**src/rtl/mm_port_initiator.sv**
```systemverilog
// Single-word main-memory initiator: one command at a time, valid/ack memory port, timeout error.
// Optional build macro MM_RETRY_EN adds re-issue with a 1-cycle BACKOFF after each timeout.
module mm_port_initiator #(
   parameter int ADDR_WIDTH     = 10,
   parameter int DATA_WIDTH     = 32,
   parameter int TIMEOUT_CYCLES = 16
`ifdef MM_RETRY_EN
   ,
   parameter int MAX_RETRIES    = 2
`endif
) (
   input  logic                  clk,
   input  logic                  reset,
   input  logic                  cc_req_valid,
   output logic                  cc_req_ready,
   input  logic                  cc_req_write,
   input  logic [ADDR_WIDTH-1:0] cc_req_addr,
   input  logic [DATA_WIDTH-1:0] cc_req_wdata,
   output logic                  cc_resp_valid,
   input  logic                  cc_resp_ready,
   output logic [DATA_WIDTH-1:0] cc_resp_rdata,
   output logic                  cc_resp_err,
   output logic                  mm_req,
   output logic                  mm_we,
   output logic [ADDR_WIDTH-1:0] mm_addr,
   output logic [DATA_WIDTH-1:0] mm_wdata,
   input  logic                  mm_ack,
   input  logic [DATA_WIDTH-1:0] mm_rdata
);

   localparam int TMO_W = (TIMEOUT_CYCLES > 2) ? $clog2(TIMEOUT_CYCLES) : 1;
   localparam logic [TMO_W-1:0] TMO_LAST = TMO_W'(TIMEOUT_CYCLES - 1);

`ifdef MM_RETRY_EN
   localparam int RTY_W = (MAX_RETRIES > 1) ? $clog2(MAX_RETRIES + 1) : 1;
   localparam logic [RTY_W-1:0] RTY_MAX = RTY_W'(MAX_RETRIES);
`endif

   typedef enum logic [1:0] {
      S_IDLE    = 2'd0,
      S_WAIT    = 2'd1,
      S_RESP    = 2'd2
`ifdef MM_RETRY_EN
      ,
      S_BACKOFF = 2'd3
`endif
   } state_t;

   state_t                state_q;
   logic                  req_ready_q;
   logic                  resp_valid_q;
   logic [DATA_WIDTH-1:0] resp_rdata_q;
   logic                  resp_err_q;
   logic                  mm_req_q;
   logic                  we_q;
   logic [ADDR_WIDTH-1:0] addr_q;
   logic [DATA_WIDTH-1:0] wdata_q;
   logic [TMO_W-1:0]      tmo_q;
`ifdef MM_RETRY_EN
   logic [RTY_W-1:0]      rty_q;
`endif

   always_ff @(posedge clk) begin
      if (reset) begin
         state_q      <= S_IDLE;
         req_ready_q  <= 1'b1;
         resp_valid_q <= 1'b0;
         resp_rdata_q <= '0;
         resp_err_q   <= 1'b0;
         mm_req_q     <= 1'b0;
         we_q         <= 1'b0;
         addr_q       <= '0;
         wdata_q      <= '0;
         tmo_q        <= '0;
`ifdef MM_RETRY_EN
         rty_q        <= '0;
`endif
      end else begin
         unique case (state_q)
            S_IDLE: begin
               if (cc_req_valid) begin
                  we_q        <= cc_req_write;
                  addr_q      <= cc_req_addr;
                  wdata_q     <= cc_req_wdata;
                  tmo_q       <= '0;
                  req_ready_q <= 1'b0;
                  mm_req_q    <= 1'b1;
                  state_q     <= S_WAIT;
               end
            end
            S_WAIT: begin
               // ack is tested first so an ack on the timeout cycle still completes cleanly
               if (mm_ack) begin
                  resp_rdata_q <= we_q ? '0 : mm_rdata;
                  resp_err_q   <= 1'b0;
                  resp_valid_q <= 1'b1;
                  mm_req_q     <= 1'b0;
                  state_q      <= S_RESP;
               end else if (tmo_q == TMO_LAST) begin
`ifdef MM_RETRY_EN
                  if (rty_q < RTY_MAX) begin
                     rty_q    <= rty_q + 1'b1;
                     tmo_q    <= '0;
                     mm_req_q <= 1'b0;
                     state_q  <= S_BACKOFF;
                  end else begin
                     resp_rdata_q <= '0;
                     resp_err_q   <= 1'b1;
                     resp_valid_q <= 1'b1;
                     mm_req_q     <= 1'b0;
                     state_q      <= S_RESP;
                  end
`else
                  resp_rdata_q <= '0;
                  resp_err_q   <= 1'b1;
                  resp_valid_q <= 1'b1;
                  mm_req_q     <= 1'b0;
                  state_q      <= S_RESP;
`endif
               end else begin
                  tmo_q <= tmo_q + 1'b1;
               end
            end
`ifdef MM_RETRY_EN
            S_BACKOFF: begin
               mm_req_q <= 1'b1;
               state_q  <= S_WAIT;
            end
`endif
            S_RESP: begin
               if (cc_resp_ready) begin
                  resp_valid_q <= 1'b0;
                  req_ready_q  <= 1'b1;
                  tmo_q        <= '0;
`ifdef MM_RETRY_EN
                  rty_q        <= '0;
`endif
                  state_q      <= S_IDLE;
               end
            end
            default: begin
               resp_valid_q <= 1'b0;
               mm_req_q     <= 1'b0;
               req_ready_q  <= 1'b1;
               state_q      <= S_IDLE;
            end
         endcase
      end
   end

   assign cc_req_ready  = req_ready_q;
   assign cc_resp_valid = resp_valid_q;
   assign cc_resp_rdata = resp_rdata_q;
   assign cc_resp_err   = resp_err_q;
   assign mm_req        = mm_req_q;
   assign mm_we         = we_q;
   assign mm_addr       = addr_q;
   assign mm_wdata      = wdata_q;

endmodule

```
**config.mk**
```make
export PLATFORM = sky130hd
export DESIGN_NAME = mm_port_initiator
export DESIGN_NICKNAME = d
export VERILOG_FILES = /design/src/rtl/mm_port_initiator.sv
export SDC_FILE = /design/constraint.sdc
export NUM_CORES = 1
export LEC_CHECK = 0
export ABC_AREA = 1
export BUFFER_PORTS_ARGS = -buffer_cell sky130_fd_sc_hd__clkbuf_2
export CORE_ASPECT_RATIO = 0.5
export CORE_MARGIN = 1
export CORE_UTILIZATION = 50
export CTS_BUF_LIST = sky130_fd_sc_hd__clkbuf_8
export DETAILED_ROUTE_END_ITERATION = 12
export PLACE_DENSITY_LB_ADDON = 0.12
export SYNTH_ARGS = -nofsm -noshare
export SYNTH_HDL_FRONTEND = slang
export SYNTH_SLANG_ARGS = --single-unit
```
**constraint.sdc**
```tcl
create_clock -name clk -period 2.05 [get_ports clk]
set_input_delay 0.3075 -clock clk [delete_from_list [all_inputs] [get_ports clk]]
set_output_delay 0.3075 -clock clk [all_outputs]
set_load 0.005 [all_outputs]
```
Word level (Yosys, flattened, before mapping)
Cells that the tools add are included.
Widths: inputs -> output; s select.
{"block": "totals", "in_bits": 80, "output_inout_bits": 79, "word_cells": 57, "register_bits": 85}
{"block": "op_classes", "addsub": 1, "n_eq_ne": 8, "n_reduce_logical": 10, "n_bitwise": 3, "n_mux": 25}
{"operator": "$mux 32", "n": 3}
{"operator": "$mux 4", "n": 4}
{"operator": "$pmux 4 s3", "n": 1}
{"operator": "$reduce_and 3->1", "n": 4}
{"operator": "$mux 1", "n": 9}
{"operator": "$pmux 1 s3", "n": 3}
{"operator": "$mux 2", "n": 4}
{"operator": "$ne 2x2->1 const B", "n": 4}
{"operator": "$pmux 2 s3", "n": 1}
{"operator": "$reduce_and 5->1", "n": 1}
{"operator": "$add 4x1->4 const B", "n": 1}
{"operator": "$eq 4x4->1 const B", "n": 1}
{"operator": "$reduce_and 2->1", "n": 2}
{"operator": "$ne 3x3->1 const B", "n": 1}
{"operator": "$not 1->1", "n": 3}
{"operator": "$reduce_bool 3->1", "n": 1}
{"operator": "$eq 2x1->1 const B", "n": 1}
{"operator": "$eq 2x2->1 const B", "n": 1}
{"operator": "$logic_not 2->1", "n": 1}
{"operator": "$reduce_bool 2->1", "n": 1}

Logic depth before layout (Yosys ltp)
Gate-level depths: netlist (run 1).
{"block": "depth", "ltp_word": 4, "mapped_depth": 9, "depth_no_buf": 9}

Least setup slack after synthesis (run 1)
No wires, ideal clock.
{"block": "synth_path", "path_kind": "register to register", "startpoint": "register tmo_q[0]", "endpoint": "register resp_rdata_q[10], in the netlist cc_resp_rdata[10]", "arrival_ns": 1.134, "path_buffers": 1, "required_ns": 1.918, "slack_ns": 0.784, "setup_ns": 0.132, "synth_period_minus_slack_ns": 1.266, "path_stages_with_launch": 8, "cell_sequence": "dfxtp_1 ha_1 nand3_1 nand2_1 nand2_2 buf_2 nand2_1 a21oi_1"}
{"block": "synth_between", "elab_chain_cells": 3}
{"item": "start: declaration", "line_no": "58", "text": "logic [TMO_W-1:0] tmo_q;"}
{"item": "start signal: assignment", "line_no": "121", "text": "tmo_q <= tmo_q + 1'b1;"}
{"item": "$eq 4x4->1", "line_no": "99", "text": "end else if (tmo_q == TMO_LAST) begin"}
{"item": "$reduce_bool 2->1 (no line)"}
{"item": "$reduce_and 2->1 (no line)"}
{"item": "end signal: assignment", "line_no": "94", "text": "resp_rdata_q <= we_q ? '0 : mm_rdata;"}
{"item": "end: declaration", "line_no": "52", "text": "logic [DATA_WIDTH-1:0] resp_rdata_q;"}
Every way passes these cells.
A chain may end at the register's enable or synchronous reset.

Worst setup path in the final report (run 1)
{"block": "layout_path", "startpoint": "register tmo_q[0]", "endpoint": "register resp_rdata_q[3], in the netlist cc_resp_rdata[3]"}
The elaborated chain is that of the path after synthesis.

==> results of run 1 <==
## worst paths after layout
check                                 start                              to
min reg2reg  cc_resp_rdata[23]$_SDFFE_PP0P_  cc_resp_rdata[23]$_SDFFE_PP0P_
max                   tmo_q[0]$_SDFFE_PP0P_   cc_resp_rdata[3]$_SDFFE_PP0P_
min                            mm_rdata[12]  cc_resp_rdata[12]$_SDFFE_PP0P_
max reg2reg           tmo_q[0]$_SDFFE_PP0P_   cc_resp_rdata[3]$_SDFFE_PP0P_
## stage by stage
stage,setup WS [ns],power (W),util,area (um2)
2_1_floorplan,0.784,0.00213,-,3110
4_1_cts,0.340,0.00349,0.721,4130
6_report,0.376,0.00344,0.721,4130
5_1_grt,0.168,0.00364,0.721,4130
3_5_place_dp,0.399,0.00236,0.688,3940
3_3_place_gp,0.484,0.00235,0.688,3940
## registers in the layout, indices dropped and copies added (netlist names)
register       count
cc_resp_rdata     32
mm_wdata          32
mm_addr           10
tmo_q              4
state_q            2
cc_req_ready       1
cc_resp_err        1
cc_resp_valid      1
mm_req             1
mm_we              1
## routing by layer
layer  track usage  wire length (um)  vias to the layer above  share of wire
li1              -                 -                     1592              -
met1         0.247              3150                     1302           0.45
met2         0.381              3150                       91           0.45
met3        0.0931               597                        5          0.086
met4        0.0733                44                        0         0.0063
met5             0                 0                        -              0
## synth_stat cells
cell type   n
nor2_1     96
nand2_1    86
dfxtp_1    85
o21ai_0    38
a21oi_1    37
clkbuf_1    9
inv_1       9
nand3_1     8
buf_4       7
o21ai_1     5
buf_2       4
inv_2       4
clkbuf_2    3
nand2_2     2
nor2_2      2
nor2_4      2
o211ai_1    2
ha_1        1
nand3_2     1
nand3b_1    1
nand4_1     1
o21bai_1    1
or2_0       1
## layout make-up
| cell class | count | area [um2] |
|---|---|---|
| well taps | 84 | 105 |
| multi-input cells | 284 | 1240 |
| inverters | 13 | 48.8 |
| clock buffers | 10 | 138 |
| repair buffers | 164 | 848 |
| flip-flops and latches | 85 | 1700 |
| fillers | 497 | 1600 |
| clock inverters | 6 | 53.8 |
## cells by family (layout without fill, tap and decap cells)
family / count (synthesis) / count (layout) / share of synthesized area
flops: 85 / 85 / 0.548
fa+ha+maj: 1 / 1 / 0.00403
compound gates: 83 / 83 / 0.136
simple gates: 200 / 200 / 0.258
buf+inv: 36 / 193 / 0.0547
## power groups by stage
stage / clock network, W / logic, W / registers [W]
floorplan: 0 / 0.000261 / 0.00187
global placement: 0 / 0.000487 / 0.00186
detailed placement: 0 / 0.000493 / 0.00186
CTS: 0.00117 / 0.000495 / 0.00183
global route: 0.00124 / 0.000557 / 0.00184
finish: 0.00113 / 0.000489 / 0.00183
## tightest hold or removal path, cell delays in order
cell and delay (ns):
clkbuf_2 0.08, nand2_1 0.05, a21oi_1 0.05
==> qor.yml, run 1 <==
sta:
  finalSetupViolCount: 0
  skew_ns: 0.00872
  timing.final.crit_share: 0.817
  fin_setup_tns_ns: 0
  max_freq_mhz: 597
  final_hold_viol_count: 0
  worst_pin_slew_ns: 0.622
  rsz0062_at_grt: "false"
  holdWs_ns: 0.191
  slew_viol_final: 0
  timing.slew.headroom: 0.584
  period_needed_ns: 1.67
cells_and_area:
  fin_cells: 646
  area.growth.synth_to_final_pct: 32.9
  drive_above_1_share: 0.338
  mostFrequentLayoutCell: "clkbuf_2"
  finalNetCount: 638
  final_cell_mix: "clkbuf_2 (158), nor2_1 (96), nand2_1 (86)"
  diodes: 0
power_and_ir_drop:
  p_sw_w: 0.000872
  cellPowerDensity_mw_per_mm2: 834
  pwr-share-comb: 0.142
  swShare: 0.253
  p_int_w: 0.00257
  p_seq_frac: 0.530
  ir_worst_vdd_mv: 0.531
  power_leakage_nw: 2.01
  p_clk_frac: 0.328
clocking:
  clockBufferDepth: 2
  cts_tree: "yes"
  htreeDepth: 3
  hold_buffers: 0
  insertion_delay_ns: 0.34
  cts_buffers: 9
  path_clk_slew_ns: 0.08
  clkSinkCount: 85
  cts_root_buf: "clkbuf_8"
  ctsResizeCount: 0
  post_cts_buffers: 0
min_path:
  hold_class: "input port to register"
  whs_path_depth: 3
critical_path:
  crit_fanout: 35
  crit_top_cell: "nand2_1"
  start_kind: "register"
  cpPeakStageDelay_ns: 0.48
  critical_path_required_ns: 2.32
  crit_buf_inv: 0
  endpoint_kind: "register"
  cp_top_family: "simple AND/OR/NAND/NOR gates"
  crit_slowest_cell: "nand2_2"
  cp_num_cells: 6
  r2r_setup_slack_ns: 0.38
  cp_cell_sequence: "ha_1, nand3_1, nand2_1, nand2_2, nand2_1, a21oi_1"
  worstPathArrival_ns: 1.94
  critical_path_class: "register to register"
  worst_r2r_path_depth: 6
route:
  wl_per_cell_um: 10.8
  via_per_inst: 4.63
  route.detailed.drc: 0
  drt_pre_antenna_iters: 4
  wl_um: 6950
  ant_nets: 0
  drt_iter0_drc: 127
  vias: 2990
floorplan:
  core_mm2: 0.00573
  pin_count: 159
  row_count: 19
  fp.dieW_um: 114
  start_util: 0.542
  dieHeight_um: 57.8
  dieArea_mm2: 0.00655
yosys:
  syn_area_mm2: 0.00311
  netlist_instances: 405
  synth_largest_area_cell: "dfxtp_1"
  yosys_warnings: 0
  synth_fp_nets: 486
  syn_area_per_cell_um2: 7.67
  synth.distinct_cells: 23
  synth_top_area_frac: 0.548
  synth_area_leaders: "dfxtp_1 (55%), nor2_1 (12%), nand2_1 (10%), o21ai_0 (6.1%), a21oi_1 (6.0%)"
  yosysSeqAreaShare: 0.548
  synth-seq-cells: 85
placed_design:
  portBuffers: 158
  dp_hpwl_um: 4880
  placedCellCount: 630
  routabilityCongestion: 0.792
grt:
  antenna_found_initial: 0
  grt-ovfl-total: 0
  grt_pass1_wl_um: 11300
  grt_pass1_vias: 2625
  grt_max_degree: 45
  grt_usage: 0.219
job:
  cap_violations: 0
outcome:
  run_status: "completed"
Power figures use the tool's default switching activity.
==> run 2, diff against run 1 <==
--- a/config.mk
+++ b/config.mk
@@ -9,7 +9,7 @@
 export BUFFER_PORTS_ARGS = -buffer_cell sky130_fd_sc_hd__clkbuf_2
 export CORE_ASPECT_RATIO = 0.5
 export CORE_MARGIN = 1
-export CORE_UTILIZATION = 50
+export CORE_UTILIZATION = 47
 export CTS_BUF_LIST = sky130_fd_sc_hd__clkbuf_8
 export DETAILED_ROUTE_END_ITERATION = 12
 export PLACE_DENSITY_LB_ADDON = 0.12
==> constraint.sdc (replaced) <==
create_clock -name clk -period 1.58 [get_ports clk]
set_input_delay 0.237 -clock clk [delete_from_list [all_inputs] [get_ports clk]]
set_output_delay 0.237 -clock clk [all_outputs]
set_load 0.005 [all_outputs]
==> qor.yml, run 2 (synthesized netlist as in run 1, its figures left out) <==
cells_and_area:
  final_util: 0.668
  finalNetCount: 640
  drive_above_1_share: 0.340
  mostFrequentLayoutCell: "clkbuf_2"
  diodes: 0
  area.growth.synth_to_final_pct: 33.9
  design_area_mm2: 0.00416
  nFillCells: 590
  final_cell_mix: "clkbuf_2 (158), nor2_1 (96), nand2_1 (86)"
sta:
  rsz0062_at_grt: "false"
  timing.final.crit_share: 0.877
  slew_viol_final: 0
  fin_setup_tns_ns: 0
  layout_setup_ws_ns: 0.194
  skew_ns: 0.00616
  max_freq_mhz: 721
  worst_pin_slew_ns: 0.387
  timing.slew.headroom: 0.742
  final_hold_viol_count: 0
  finalSetupViolCount: 0
  period_needed_ns: 1.39
placed_design:
  routabilityCongestion: 0.820
  dp_hpwl_um: 4940
  dpl_cell_area_mm2: 0.00399
  place_ws_ns: 0.218
  portBuffers: 158
floorplan:
  start_util: 0.499
  row_count: 20
  core_mm2: 0.00623
  fp.dieW_um: 117
  pin_count: 159
  dieHeight_um: 59.5
  dieArea_mm2: 0.00696
power_and_ir_drop:
  swShare: 0.262
  cellPowerDensity_mw_per_mm2: 1050
  total_power_w: 0.00438
  power_leakage_nw: 2.01
  p_clk_frac: 0.311
  p_int_w: 0.00324
  p_sw_w: 0.00115
  p_seq_frac: 0.541
  ir_worst_vdd_mv: 0.689
  pwr-share-comb: 0.148
clocking:
  clockBufferDepth: 2
  path_clk_slew_ns: 0.08
  post_cts_buffers: 0
  cts_tree: "yes"
  hold_buffers: 0
  clkSinkCount: 85
  insertion_delay_ns: 0.35
  ctsResizeCount: 0
  cts_buffers: 9
  cts_root_buf: "clkbuf_8"
  htreeDepth: 3
outcome:
  run_status: "completed"
grt:
  grt_max_degree: 45
  grt_pass1_vias: 2549
  grt_usage: 0.206
  antenna_found_initial: 0
  grt-ovfl-total: 0
  grt_pass1_wl_um: 10900
route:
  via_per_inst: 4.55
  ant_nets: 0
  wl_per_cell_um: 10.9
  vias: 2969
  wl_um: 7080
  drt_iter0_drc: 133
  drt_pre_antenna_iters: 4
  route.detailed.drc: 0
critical_path:
  critical_path_class: "register to register"
  endpoint_kind: "register"
  worst_r2r_path_depth: 7
  r2r_end: "cc_resp_rdata[24]$_SDFFE_PP0P_"
  critical_path_required_ns: 1.80
  r2r_setup_slack_ns: 0.19
  r2r_start: "tmo_q[0]$_SDFFE_PP0P_"
  crit_fanout: 35
  worstPathArrival_ns: 1.61
  start_kind: "register"
min_path:
  whs_path_depth: 3
  hold_end: "cc_resp_rdata[2]$_SDFFE_PP0P_"
  min_from: "mm_rdata[2]"
  hold_class: "input port to register"
job:
  cap_violations: 0
-- run 2: critical path: stages (launching register included) --
cell	delay [ns]
dfxtp_1	0.40
ha_1	0.21
nand3_1	0.12
nand2_1	0.14
nand2_2	0.08
buf_12	0.17
nand2_1	0.08
a21oi_1	0.06
-- run 2: worst max path at each step --
stage | startpoint | end | slack, ns
after floorplan | tmo_q[0]$_SDFFE_PP0P_ | cc_resp_rdata[10]$_SDFFE_PP0P_ | 0.31
after global placement | tmo_q[0]$_SDFFE_PP0P_ | cc_resp_rdata[31]$_SDFFE_PP0P_ | 0.27
after detailed placement | tmo_q[0]$_SDFFE_PP0P_ | cc_resp_rdata[23]$_SDFFE_PP0P_ | 0.22
after CTS | tmo_q[0]$_SDFFE_PP0P_ | cc_resp_rdata[23]$_SDFFE_PP0P_ | 0.22
after global routing | tmo_q[0]$_SDFFE_PP0P_ | cc_resp_rdata[23]$_SDFFE_PP0P_ | 0.05
final | tmo_q[0]$_SDFFE_PP0P_ | cc_resp_rdata[24]$_SDFFE_PP0P_ | 0.19
-- run 2: layout make-up --
cell class | instances | area [um2] | share of cell area
sequential | 85 | 1700 | 0.409
multi-input combinational | 284 | 1240 | 0.297
timing repair buffer | 166 | 888 | 0.213
clock buffer | 11 | 151 | 0.0364
tap | 88 | 110 | 0.0265
inverter | 13 | 48.8 | 0.0117
clock inverter | 5 | 26.3 | 0.00631
-- run 2: through the flow --
step,hold slack [ns],cells
after floorplan,0.384,405
final,0.116,652
after global placement,0.447,636
after detailed placement,0.451,636
after CTS,0.0890,652
after global routing,0.0954,652
-- run 2: metal layers --
layer	up-vias	track usage	part of all wire
li1	1593	-	-
met2	104	0.361	0.44
met5	-	0	0
met3	6	0.118	0.11
met1	1266	0.216	0.45
met4	0	0.0542	0.0062
-- run 2: power by group through the flow --
stage	Combinational (W)	Clock, W	Sequential, W
final	0.000649	0.00136	0.00237
after global routing	0.000739	0.00152	0.00239
after CTS	0.000657	0.00141	0.00237
after detailed placement	0.000655	0	0.00242
after global placement	0.000648	0	0.00242
after floorplan	0.000338	0	0.00243
==> run 3, diff against run 2 <==
--- a/config.mk
+++ b/config.mk
@@ -9,7 +9,7 @@
 export BUFFER_PORTS_ARGS = -buffer_cell sky130_fd_sc_hd__clkbuf_2
 export CORE_ASPECT_RATIO = 0.5
 export CORE_MARGIN = 1
-export CORE_UTILIZATION = 47
+export CORE_UTILIZATION = 30
 export CTS_BUF_LIST = sky130_fd_sc_hd__clkbuf_8
 export DETAILED_ROUTE_END_ITERATION = 12
 export PLACE_DENSITY_LB_ADDON = 0.12
==> qor.yml, run 3 (synthesized netlist as in run 1, its figures left out) <==
outcome:
  run_status: "completed"
sta:
  period_needed_ns: 1.37
  max_freq_mhz: 728
  slew_viol_final: 0
  rsz0062_at_grt: "false"
  layout_setup_ws_ns: 0.206
  fin_setup_tns_ns: 0
  timing.final.crit_share: 0.870
  final_hold_viol_count: 0
  finalSetupViolCount: 0
  worst_pin_slew_ns: 0.417
  timing.slew.headroom: 0.722
  skew_ns: 0.00627
clocking:
  htreeDepth: 3
  ctsResizeCount: 0
  insertion_delay_ns: 0.35
  cts_buffers: 9
  clockBufferDepth: 2
  cts_root_buf: "clkbuf_8"
  clkSinkCount: 85
  cts_tree: "yes"
  post_cts_buffers: 0
  hold_buffers: 0
  path_clk_slew_ns: 0.08
critical_path:
  worst_r2r_path_depth: 7
  critical_path_class: "register to register"
  crit_fanout: 29
  worstPathArrival_ns: 1.59
  cpPeakStageDelay_ns: 0.39
  start_kind: "register"
  crit_slowest_cell: "dfxtp_1"
  crit_start: "tmo_q[0]$_SDFFE_PP0P_"
  critical_path_required_ns: 1.80
  r2r_setup_slack_ns: 0.21
  crit_top_cell: "nand2_1"
  endpoint_kind: "register"
  r2r_end: "cc_resp_rdata[28]$_SDFFE_PP0P_"
  r2r_start: "tmo_q[0]$_SDFFE_PP0P_"
  cp_cell_sequence: "ha_1, nand3_1, nand2_1, nand2_2, buf_12, nand2_1, a21oi_1"
placed_design:
  dp_hpwl_um: 5420
  routabilityCongestion: 0.763
  placedCellCount: 684
  portBuffers: 158
  place_ws_ns: 0.212
grt:
  grt-ovfl-total: 0
  grt_max_degree: 39
  antenna_found_initial: 0
  grt_usage: 0.151
  grt_pass1_wl_um: 12900
  grt_pass1_vias: 2775
cells_and_area:
  diodes: 0
  drive_above_1_share: 0.343
  fin_cells: 700
  final_util: 0.439
  mostFrequentLayoutCell: "clkbuf_2"
  finalNetCount: 641
  area.growth.synth_to_final_pct: 37.9
  final_cell_mix: "clkbuf_2 (158), nor2_1 (96), nand2_1 (86)"
floorplan:
  start_util: 0.318
  row_count: 25
  dieArea_mm2: 0.0108
  pin_count: 159
  dieHeight_um: 74.0
  fp.dieW_um: 146
  core_mm2: 0.00976
route:
  ant_nets: 0
  drt_pre_antenna_iters: 4
  route.detailed.drc: 0
  via_per_inst: 4.23
  wl_per_cell_um: 11.1
  vias: 2958
  wl_um: 7770
  drt_iter0_drc: 102
power_and_ir_drop:
  power_leakage_nw: 2.04
  cellPowerDensity_mw_per_mm2: 1110
  ir_worst_vdd_mv: 0.469
min_path:
  min_from: "mm_rdata[16]"
  hold_class: "input port to register"
  whs_path_depth: 3
  hold_end: "cc_resp_rdata[16]$_SDFFE_PP0P_"
job:
  cap_violations: 0
-- run 3: worst max path at each step --
stage | depth (start not counted) | slack, ns | endpoint
final | 7 | 0.21 | cc_resp_rdata[28]$_SDFFE_PP0P_
after global routing | 7 | 0.01 | cc_resp_rdata[0]$_SDFFE_PP0P_
after CTS | 7 | 0.20 | cc_resp_rdata[26]$_SDFFE_PP0P_
after detailed placement | 7 | 0.21 | cc_resp_rdata[1]$_SDFFE_PP0P_
after global placement | 9 | 0.26 | tmo_q[3]$_SDFFE_PP0P_
after floorplan | 7 | 0.31 | cc_resp_rdata[10]$_SDFFE_PP0P_
-- run 3: cell type report --
| cell class | count | area [um2] |
|---|---|---|
| inverter | 13 | 48.8 |
| clock buffer | 11 | 151 |
| multi-input combinational | 284 | 1240 |
| clock inverter | 5 | 82.6 |
| tap | 135 | 169 |
| fill | 1036 | 5470 |
| timing repair buffer | 167 | 896 |
| sequential | 85 | 1700 |
-- run 3: worst max-delay path, delay by kind of cell, from the launching register on --
| kind | cells | cell delay [ns] |
|---|---|---|
| flip-flops | 1 | 0.39 |
| adder cells (fa/ha/maj) | 1 | 0.21 |
| buffers and inverters | 1 | 0.17 |
| AND/OR/NAND/NOR | 4 | 0.42 |
| AO/OA/AOI/OAI | 1 | 0.05 |
-- run 3: power by group --
part | total (W) | switching (W) | internal, W
combinational | 0.000657 | 0.000352 | 0.000305
sequential | 0.00237 | 0.0000811 | 0.00229
clock | 0.00174 | 0.000758 | 0.000979
-- run 3: per-layer routing --
layer  share of wire  vias up  GRT usage
met5               0        -          0
met4          0.0085        0     0.0596
met3           0.072        5     0.0540
met2            0.44       82      0.253
met1            0.48     1267      0.182
li1                -     1604          -
-- run 3: per-stage QoR --
step / cell area (um2) / total power (W) / hold WS [ns]
after floorplan: 3110 / 0.00277 / 0.384
after global placement: 4050 / 0.00309 / 0.447
after detailed placement: 4050 / 0.00309 / 0.452
after CTS: 4290 / 0.00486 / 0.0833
after global routing: 4290 / 0.00505 / 0.100
final: 4290 / 0.00477 / 0.114
